## src/rtl/aha_xgcd_axim_pkg.sv

```systemverilog
`default_nettype none
// ============================================================================
// aha_xgcd_axim_pkg : states, AXI constants and STATUS codes for the XGCD master
// Revision: 1.0
// ============================================================================
package aha_xgcd_axim_pkg;

  typedef enum logic [2:0] {
    ST_IDLE = 3'd0,
    ST_AW   = 3'd1,
    ST_W    = 3'd2,
    ST_B    = 3'd3,
    ST_AR   = 3'd4,
    ST_R    = 3'd5,
    ST_FIN  = 3'd6
  } state_t;

  localparam logic [1:0] RESP_OKAY   = 2'b00;
  localparam logic [1:0] RESP_EXOKAY = 2'b01;
  localparam logic [1:0] RESP_SLVERR = 2'b10;
  localparam logic [1:0] RESP_DECERR = 2'b11;

  localparam logic [1:0] BURST_INCR = 2'b01;
  localparam logic [2:0] SIZE_8B    = 3'b011;
  localparam logic [3:0] CACHE_DEF  = 4'b0011;
  localparam logic [2:0] PROT_DEF   = 3'b000;

  localparam logic [1:0] STAT_OKAY   = 2'b00;
  localparam logic [1:0] STAT_SLVERR = 2'b10;
  localparam logic [1:0] STAT_DECERR = 2'b01;
  localparam logic [1:0] STAT_ERR    = 2'b11;

  // EXOKAY is unexpected for a non-exclusive master, so it reports as a local error
  function automatic logic [1:0] resp_to_status(input logic [1:0] resp);
    case (resp)
      RESP_OKAY:   resp_to_status = STAT_OKAY;
      RESP_EXOKAY: resp_to_status = STAT_ERR;
      RESP_SLVERR: resp_to_status = STAT_SLVERR;
      default:     resp_to_status = STAT_DECERR;
    endcase
  endfunction

  function automatic logic [15:0] sat_add16(input logic [15:0] a, input logic [1:0] b);
    logic [16:0] sum;
    sum = {1'b0, a} + {15'd0, b};
    sat_add16 = sum[16] ? 16'hFFFF : sum[15:0];
  endfunction

endpackage
`default_nettype wire

```

## src/rtl/aha_xgcd_axim_beat_ctr.sv

```systemverilog
`default_nettype none
// ============================================================================
// aha_xgcd_axim_beat_ctr : 8-bit burst beat counter, last = (cnt == len)
// Revision: 1.0
// ============================================================================
module aha_xgcd_axim_beat_ctr (
  input  logic       clk_i,
  input  logic       resetn_i,
  input  logic       load_i,
  input  logic [7:0] len_i,
  input  logic       inc_i,
  output logic [7:0] len_o,
  output logic       last_o
);

  logic [7:0] cnt_q;
  logic [7:0] len_q;

  // Holding at last keeps a 256-beat burst from wrapping back to zero
  always_ff @(posedge clk_i) begin
    if (!resetn_i) begin
      cnt_q <= 8'd0;
      len_q <= 8'd0;
    end else if (load_i) begin
      cnt_q <= 8'd0;
      len_q <= len_i;
    end else if (inc_i && !last_o) begin
      cnt_q <= cnt_q + 8'd1;
    end
  end

  assign len_o  = len_q;
  assign last_o = (cnt_q == len_q);

endmodule
`default_nettype wire

```

## src/rtl/aha_xgcd_axi_master.sv

```systemverilog
`default_nettype none
// ============================================================================
// aha_xgcd_axi_master : single-outstanding AXI4 burst master for an XGCD data port
// Optional AHA_XGCD_AXIM_PERF_EN adds LAST_CYCLES (command accept..DONE count)
// Revision: 1.0
// ============================================================================
module aha_xgcd_axi_master
  import aha_xgcd_axim_pkg::*;
#(
  parameter logic [3:0]  AXI_ID = 4'h0,
  parameter int unsigned ADDR_W = 32
) (
  input  logic              clk_i,
  input  logic              resetn_i,
  input  logic              cmd_valid_i,
  output logic              cmd_ready_o,
  input  logic              cmd_write_i,
  input  logic [ADDR_W-1:0] cmd_addr_i,
  input  logic [7:0]        cmd_len_i,
  input  logic              wr_valid_i,
  output logic              wr_ready_o,
  input  logic [63:0]       wr_data_i,
  output logic              rd_valid_o,
  input  logic              rd_ready_i,
  output logic [63:0]       rd_data_o,
  output logic              rd_last_o,
  output logic              done_o,
  output logic [1:0]        status_o,
`ifdef AHA_XGCD_AXIM_PERF_EN
  output logic [15:0]       last_cycles_o,
`endif
  output logic [3:0]        m_axi_awid_o,
  output logic [ADDR_W-1:0] m_axi_awaddr_o,
  output logic [7:0]        m_axi_awlen_o,
  output logic [2:0]        m_axi_awsize_o,
  output logic [1:0]        m_axi_awburst_o,
  output logic              m_axi_awlock_o,
  output logic [3:0]        m_axi_awcache_o,
  output logic [2:0]        m_axi_awprot_o,
  output logic              m_axi_awvalid_o,
  input  logic              m_axi_awready_i,
  output logic [63:0]       m_axi_wdata_o,
  output logic [7:0]        m_axi_wstrb_o,
  output logic              m_axi_wlast_o,
  output logic              m_axi_wvalid_o,
  input  logic              m_axi_wready_i,
  input  logic [3:0]        m_axi_bid_i,
  input  logic [1:0]        m_axi_bresp_i,
  input  logic              m_axi_bvalid_i,
  output logic              m_axi_bready_o,
  output logic [3:0]        m_axi_arid_o,
  output logic [ADDR_W-1:0] m_axi_araddr_o,
  output logic [7:0]        m_axi_arlen_o,
  output logic [2:0]        m_axi_arsize_o,
  output logic [1:0]        m_axi_arburst_o,
  output logic              m_axi_arlock_o,
  output logic [3:0]        m_axi_arcache_o,
  output logic [2:0]        m_axi_arprot_o,
  output logic              m_axi_arvalid_o,
  input  logic              m_axi_arready_i,
  input  logic [3:0]        m_axi_rid_i,
  input  logic [63:0]       m_axi_rdata_i,
  input  logic [1:0]        m_axi_rresp_i,
  input  logic              m_axi_rlast_i,
  input  logic              m_axi_rvalid_i,
  output logic              m_axi_rready_o
);

  state_t            state_q;
  logic [ADDR_W-1:0] addr_q;
  logic              cross_q;
  logic              cmd_ready_q;
  logic              awvalid_q;
  logic              arvalid_q;
  logic              bready_q;
  logic              done_q;
  logic [1:0]        status_q;

  logic        accept;
  logic        cross_4k;
  logic [12:0] end_off;
  logic        w_hs;
  logic        r_hs;
  logic        last;
  logic [7:0]  len;
  logic        go_fin;

  assign accept = (state_q == ST_IDLE) && cmd_ready_q && cmd_valid_i;

  // Byte offset just past the burst within its 4 KB page; equal to 4096 is still legal
  assign end_off  = {1'b0, cmd_addr_i[11:3], 3'b000} + {2'b00, cmd_len_i, 3'b000} + 13'd8;
  assign cross_4k = (end_off > 13'd4096);

  assign w_hs = (state_q == ST_W) && wr_valid_i && m_axi_wready_i;
  assign r_hs = (state_q == ST_R) && m_axi_rvalid_i && rd_ready_i;

  assign go_fin = (((state_q == ST_AW) || (state_q == ST_AR)) && cross_q)
                || ((state_q == ST_B) && m_axi_bvalid_i)
                || (r_hs && last);

  aha_xgcd_axim_beat_ctr u_beat_ctr (
    .clk_i    (clk_i),
    .resetn_i (resetn_i),
    .load_i   (accept),
    .len_i    (cmd_len_i),
    .inc_i    (w_hs || r_hs),
    .len_o    (len),
    .last_o   (last)
  );

  always_ff @(posedge clk_i) begin
    if (!resetn_i) begin
      state_q     <= ST_IDLE;
      addr_q      <= '0;
      cross_q     <= 1'b0;
      cmd_ready_q <= 1'b0;
      awvalid_q   <= 1'b0;
      arvalid_q   <= 1'b0;
      bready_q    <= 1'b0;
      done_q      <= 1'b0;
      status_q    <= STAT_OKAY;
    end else begin
      done_q <= go_fin;
      unique case (state_q)
        ST_IDLE: begin
          cmd_ready_q <= 1'b1;
          if (accept) begin
            cmd_ready_q <= 1'b0;
            addr_q      <= cmd_addr_i & {{(ADDR_W-3){1'b1}}, 3'b000};
            cross_q     <= cross_4k;
            status_q    <= STAT_OKAY;
            if (cmd_write_i) begin
              state_q   <= ST_AW;
              awvalid_q <= !cross_4k;
            end else begin
              state_q   <= ST_AR;
              arvalid_q <= !cross_4k;
            end
          end
        end
        ST_AW: begin
          if (cross_q) begin
            state_q  <= ST_FIN;
            status_q <= STAT_ERR;
          end else if (m_axi_awready_i) begin
            awvalid_q <= 1'b0;
            state_q   <= ST_W;
          end
        end
        ST_W: begin
          if (w_hs && last) begin
            state_q  <= ST_B;
            bready_q <= 1'b1;
          end
        end
        ST_B: begin
          if (m_axi_bvalid_i) begin
            bready_q <= 1'b0;
            state_q  <= ST_FIN;
            status_q <= (m_axi_bid_i != AXI_ID) ? STAT_ERR : resp_to_status(m_axi_bresp_i);
          end
        end
        ST_AR: begin
          if (cross_q) begin
            state_q  <= ST_FIN;
            status_q <= STAT_ERR;
          end else if (m_axi_arready_i) begin
            arvalid_q <= 1'b0;
            state_q   <= ST_R;
          end
        end
        ST_R: begin
          if (r_hs) begin
            // Protocol errors override any latched response; otherwise keep the first non-OKAY
            if ((m_axi_rid_i != AXI_ID) || (m_axi_rlast_i != last)) begin
              status_q <= STAT_ERR;
            end else if (status_q == STAT_OKAY) begin
              status_q <= resp_to_status(m_axi_rresp_i);
            end
            if (last) begin
              state_q <= ST_FIN;
            end
          end
        end
        ST_FIN: begin
          state_q     <= ST_IDLE;
          cmd_ready_q <= 1'b1;
        end
        default: begin
          state_q <= ST_IDLE;
        end
      endcase
    end
  end

`ifdef AHA_XGCD_AXIM_PERF_EN
  logic [15:0] cyc_q;
  logic [15:0] last_cycles_q;

  // cyc_q counts cycles since accept; +2 covers the cycle entering FIN and the DONE cycle
  always_ff @(posedge clk_i) begin
    if (!resetn_i) begin
      cyc_q         <= 16'd0;
      last_cycles_q <= 16'd0;
    end else if (accept) begin
      cyc_q <= 16'd1;
    end else if ((state_q != ST_IDLE) && (state_q != ST_FIN)) begin
      cyc_q <= sat_add16(cyc_q, 2'd1);
      if (go_fin) begin
        last_cycles_q <= sat_add16(cyc_q, 2'd2);
      end
    end
  end

  assign last_cycles_o = last_cycles_q;
`endif

  assign cmd_ready_o = cmd_ready_q;
  assign done_o      = done_q;
  assign status_o    = status_q;

  assign m_axi_awid_o    = AXI_ID;
  assign m_axi_awaddr_o  = addr_q;
  assign m_axi_awlen_o   = len;
  assign m_axi_awsize_o  = SIZE_8B;
  assign m_axi_awburst_o = BURST_INCR;
  assign m_axi_awlock_o  = 1'b0;
  assign m_axi_awcache_o = CACHE_DEF;
  assign m_axi_awprot_o  = PROT_DEF;
  assign m_axi_awvalid_o = awvalid_q;

  assign m_axi_wdata_o  = wr_data_i;
  assign m_axi_wstrb_o  = 8'hFF;
  assign m_axi_wlast_o  = last;
  assign m_axi_wvalid_o = (state_q == ST_W) && wr_valid_i;
  assign wr_ready_o     = (state_q == ST_W) && m_axi_wready_i;

  assign m_axi_bready_o = bready_q;

  assign m_axi_arid_o    = AXI_ID;
  assign m_axi_araddr_o  = addr_q;
  assign m_axi_arlen_o   = len;
  assign m_axi_arsize_o  = SIZE_8B;
  assign m_axi_arburst_o = BURST_INCR;
  assign m_axi_arlock_o  = 1'b0;
  assign m_axi_arcache_o = CACHE_DEF;
  assign m_axi_arprot_o  = PROT_DEF;
  assign m_axi_arvalid_o = arvalid_q;

  assign rd_valid_o     = (state_q == ST_R) && m_axi_rvalid_i;
  assign m_axi_rready_o = (state_q == ST_R) && rd_ready_i;
  assign rd_data_o      = m_axi_rdata_i;
  assign rd_last_o      = last;

endmodule
`default_nettype wire

```

## config.mk

```make
export PLATFORM = sky130hd
export DESIGN_NAME = aha_xgcd_axi_master
export DESIGN_NICKNAME = d
export VERILOG_FILES = /design/src/rtl/aha_xgcd_axim_pkg.sv /design/src/rtl/aha_xgcd_axim_beat_ctr.sv /design/src/rtl/aha_xgcd_axi_master.sv
export SDC_FILE = /design/constraint.sdc
export NUM_CORES = 1
export LEC_CHECK = 0
export BUFFER_PORTS_ARGS = -buffer_cell sky130_fd_sc_hd__buf_2
export CELL_PAD_IN_SITES_DETAIL_PLACEMENT = 2
export CELL_PAD_IN_SITES_GLOBAL_PLACEMENT = 2
export CORE_AREA = 4 4 174 176
export CTS_BUF_LIST = sky130_fd_sc_hd__clkbuf_8
export DETAILED_ROUTE_END_ITERATION = 7
export DIE_AREA = 0 0 178 180
export GPL_TIMING_DRIVEN = 1
export PLACE_DENSITY = 0.8
export SLEW_MARGIN = 25
export SYNTH_ARGS = -nofsm -noshare
export SYNTH_HDL_FRONTEND = slang
export SYNTH_SLANG_ARGS = --single-unit
```

## constraint.sdc

```tcl
create_clock -name clk_i -period 3.9 [get_ports clk_i]
set_input_delay 0.78 -clock clk_i [delete_from_list [all_inputs] [get_ports clk_i]]
set_output_delay 0.78 -clock clk_i [all_outputs]
set_load 0.005 [all_outputs]
```

==> flow_metrics.env <==
export IMPL_syn_cell_area_um2=4818
export IMPL_pwr_density_cell_nw_per_um2=449.2
export IMPL_fraction_of_the_mapped_netlist_area_in_compound_gates_pct=13.32
export IMPL_rsz0062_at_grt="false"
export IMPL_tightest_slew_ns=0.9406
export IMPL_tns_ns=0
export IMPL_die_area_um2=32040
export IMPL_postRouteAntennaNets=0
export IMPL_synth_mux_area_share_pct=0.6492
export IMPL_final_hold_violation_count=0
export IMPL_final_layout_size_suffix_gt1_share_pct=28.28
export IMPL_fillers=3448
export IMPL_synth_enable_flop_cells=0
export IMPL_timing_max_slew_rel_slack_pct=37.29
export IMPL_max_slew_violations=0
export IMPL_max_freq_mhz=332.8
export IMPL_critical_path_rt_ns=4.14
export IMPL_synth_seq_cells=56
export IMPL_yosys_most_used_dff="dfxtp_1"
export IMPL_design_portCount=455
export IMPL_reg2reg_from="state_q[1]$_SDFFE_PN0P_"
export IMPL_cts_repair_resized=0
export IMPL_detailroute_via_count=3792
export IMPL_timing_clock_skew_ns=0.01058
export IMPL_synth_lib_cells_used_distinct=63
export IMPL_initial_core_util_pct=16.83
export IMPL_synth_top_area_share_pct=33.81
export IMPL_synth_fa_ha_area_share_pct=5.869
export IMPL_final_min_period_over_clock_period_pct=77.04
export IMPL_synth_warning_count=0
export IMPL_critical_path_reg2reg_endpoint="m_axi_arvalid_o$_SDFFE_PN0P_"
export IMPL_clock_insertion_delay_worst_skew_ns=0.34
export IMPL_wirelength_mm=16.30
export IMPL_clock_tree_htree_level_count=2
export IMPL_synth_xor_area_share_pct=3.090
export IMPL_synthTopCellsByArea="buf_4 (34%), dfxtp_1 (23%), nand2_1 (7.3%)"
export IMPL_cts_setup_buffers=0
export IMPL_cap_violations=0
export IMPL_die_h_um=180
export IMPL_synth_avg_cell_area_um2=7.709
export IMPL_outcome="finished, final reports clean"
export IMPL_simple_gate_area_share_of_the_yosys_netlist_pct=17.50
export IMPL_grt_total_usage_pct=9.692
export IMPL_cp_start_kind="primary input"
export IMPL_cts_hold_buf=0
export IMPL_netlist_instances=625
export IMPL_clock_sink_count=56
export IMPL_reg2reg_slack_ns=1.39
export IMPL_drt_first_pass_iters=4
export IMPL_globalRoute_totalOverflow=0
export IMPL_layout_min_cycle_time_ns=3.004
export IMPL_worstPathMaxFanout=3
export IMPL_final_area_um2=4648
export IMPL_synth_async_sr_flop_share_pct=0
export IMPL_fp_dieW_um=178
export IMPL_gp_congestion=0.7669
export IMPL_hp_class="reg -> reg"
export IMPL_core_area_um2=28630
export IMPL_std_cell_rows=62
export IMPL_end_kind="flip-flop"
export IMPL_pin_count_of_the_biggest_net_entering_global_routing=41
export IMPL_r2r_cells=4
export IMPL_drt_iter0_drc=81
export IMPL_tritoncts_num_buffers=5
export IMPL_drt_wl_cell_um=16.67
export IMPL_first_pass_grt_wire_length_mm=24.21
export IMPL_cell_type_with_the_highest_aggregate_area_in_the_netlist="buf_4"
export IMPL_worst_endpoint_arrival_ns=3.25
export IMPL_clock_root_buffer_master="clkbuf_8"
export IMPL_seq_area_frac_synth_pct=23.27
export IMPL_count_of_nets_after_finishing=807
export IMPL_syn2layout_area_growth_pct=-3.532
export IMPL_number_of_antenna_violations_at_the_first_check_in_global_routing=6
export IMPL_route_detailed_drc=0
export IMPL_placement_io_buffers=147
export IMPL_critical_path_type="in -> reg"
export IMPL_insertedDiodeCount=0
export IMPL_critical_path_endpoint="cross_q$_SDFFE_PN0P_"
export IMPL_first_global_vias=4022
export IMPL_place_detailed_hpwl_mm=13.23
export IMPL_largest_family_of_logic_cells_by_synthesized_area="buffers and inverters"
export IMPL_cp_startpoint="cmd_addr_i[4]"
export IMPL_final_setup_viol_count=0
export IMPL_hold_path_startpoint="m_axi_araddr_o[24]$_SDFFE_PN0P_"
export IMPL_clk_pin_slew_worst_paths_ns=0.12
export IMPL_cts_tree="done"
export IMPL_vias_per_cell=3.877
export IMPL_p_leak_nw=2.129
export IMPL_post_dp_cell_area_um2=4533
export IMPL_clock_path_buffers=2
export IMPL_peakVddDrop_mv=0.1863
-- layout by cell type, fill, tap and decap left out, types with 4 or more instances in the layout --
master,Yosys,routed
clkbuf_8,0,5
buf_2,6,147
o21ai_0,8,8
a21o_1,7,7
nor3_1,6,6
ha_1,21,21
conb_1,2,48
nand3_1,9,9
nor3b_1,4,4
nand2_1,94,94
dfxtp_1,56,56
a31oi_1,5,5
nand2b_1,4,4
nor2_1,32,32
nor2b_1,5,5
and3_1,5,5
xnor2_1,14,14
inv_1,8,8
nand4_1,5,5
a21oi_1,50,50
-- through the flow --
| step | setup slack (ns) | total power [mW] | hold slack, ns | util (%) | cells |
|---|---|---|---|---|---|
| global placement | 0.5964 | 1.637 | 0.4487 | 15.84 | 970 |
| finish | 0.8955 | 2.088 | 0.4762 | 16.24 | 978 |
| floorplan | 0.9817 | 1.523 | 0.4658 | - | 671 |
| detailed placement | 0.5438 | 1.682 | 0.4641 | 15.84 | 970 |
| CTS | 0.9456 | 2.158 | 0.4824 | 16.24 | 978 |
| global route | 0.7281 | 2.287 | 0.4996 | 16.24 | 978 |
-- cell usage after synthesis (3+ instances only) --
master	number
nor3b_1	4
nor2b_1	5
nand2b_1	4
nor2_1	32
nand2_1	94
buf_4	217
clkbuf_1	11
a31oi_1	5
nor3_1	6
buf_2	6
and3_1	5
a211oi_1	3
a21oi_1	50
a21o_1	7
nand3_1	9
ha_1	21
xnor2_1	14
dfxtp_1	56
xor2_1	3
nand4_1	5
inv_1	8
nor4_1	3
o21ai_0	8
and4_1	3
-- kinds of logic (layout without fill, tap and decap cells) --
| kind of cell | count (synthesis) | after routing |
|---|---|---|
| buffers and inverters | 245 | 168 |
| and+or+nand+nor | 183 | 183 |
| AOI/OAI and AO/OA | 97 | 97 |
| DFF | 56 | 56 |
| adders and majority gates | 22 | 22 |
| xor gates and xnor gates | 17 | 17 |
| muxes | 3 | 3 |
| other | 2 | 48 |
-- area by class of cell --
class	instances	area, µm²	area share [%]
Multi-Input combinational cell	370	2136	45.95
Clock inverter	3	46.29	0.9960
Sequential cell	56	1121	24.12
Clock buffer	5	68.82	1.480
Inverter	10	37.54	0.8075
Timing Repair Buffer	150	758.2	16.31
Tap cell	384	480.5	10.34
-- critical path, cell delays in order --
cell and delay [ns]:
buf_2 0.11, ha_1 0.29, ha_1 0.24, fa_1 0.44, a21o_1 0.24, a221oi_2 0.29, xnor2_1 0.18, a2111oi_4 0.33
a31oi_1 0.15, a31o_1 0.20
-- power by group --
| group | switching [mW] | internal [mW] |
|---|---|---|
| clock network | 0.243 | 0.196 |
| registers | 0.139 | 0.653 |
| logic | 0.518 | 0.340 |
| total | 0.900 | 1.19 |
-- worst min-delay path by stage --
stage | slack [ns] | cells after the start | to
floorplan | 0.47 | 2 | m_axi_araddr_o[10]$_SDFFE_PN0P_
global placement | 0.45 | 2 | m_axi_araddr_o[24]$_SDFFE_PN0P_
detailed placement | 0.46 | 2 | m_axi_araddr_o[24]$_SDFFE_PN0P_
CTS | 0.48 | 2 | m_axi_araddr_o[24]$_SDFFE_PN0P_
global route | 0.50 | 2 | m_axi_araddr_o[15]$_SDFFE_PN0P_
finish | 0.48 | 2 | m_axi_araddr_o[24]$_SDFFE_PN0P_
-- registers in the layout, summed over array words and instances, names as in the netlist --
register,flops
cmd_ready_o,1
cross_q,1
done_o,1
m_axi_araddr_o,29
m_axi_arvalid_o,1
m_axi_awvalid_o,1
m_axi_bready_o,1
state_q,3
status_o,2
u_beat_ctr.cnt_q,8
u_beat_ctr.len_o,8
-- routing by layer --
layer | vias to the layer above | part of all wire, % | wire (µm) | global-route usage [%]
li1 | 1748 | - | - | -
met1 | 1789 | 40 | 6535 | 11.06
met2 | 178 | 47 | 7709 | 16.35
met3 | 65 | 9.3 | 1523 | 4.055
met4 | 12 | 2.8 | 450 | 3.063
met5 | - | 0.49 | 80 | 0
No activity file was read; power rests on OpenSTA's default activity.
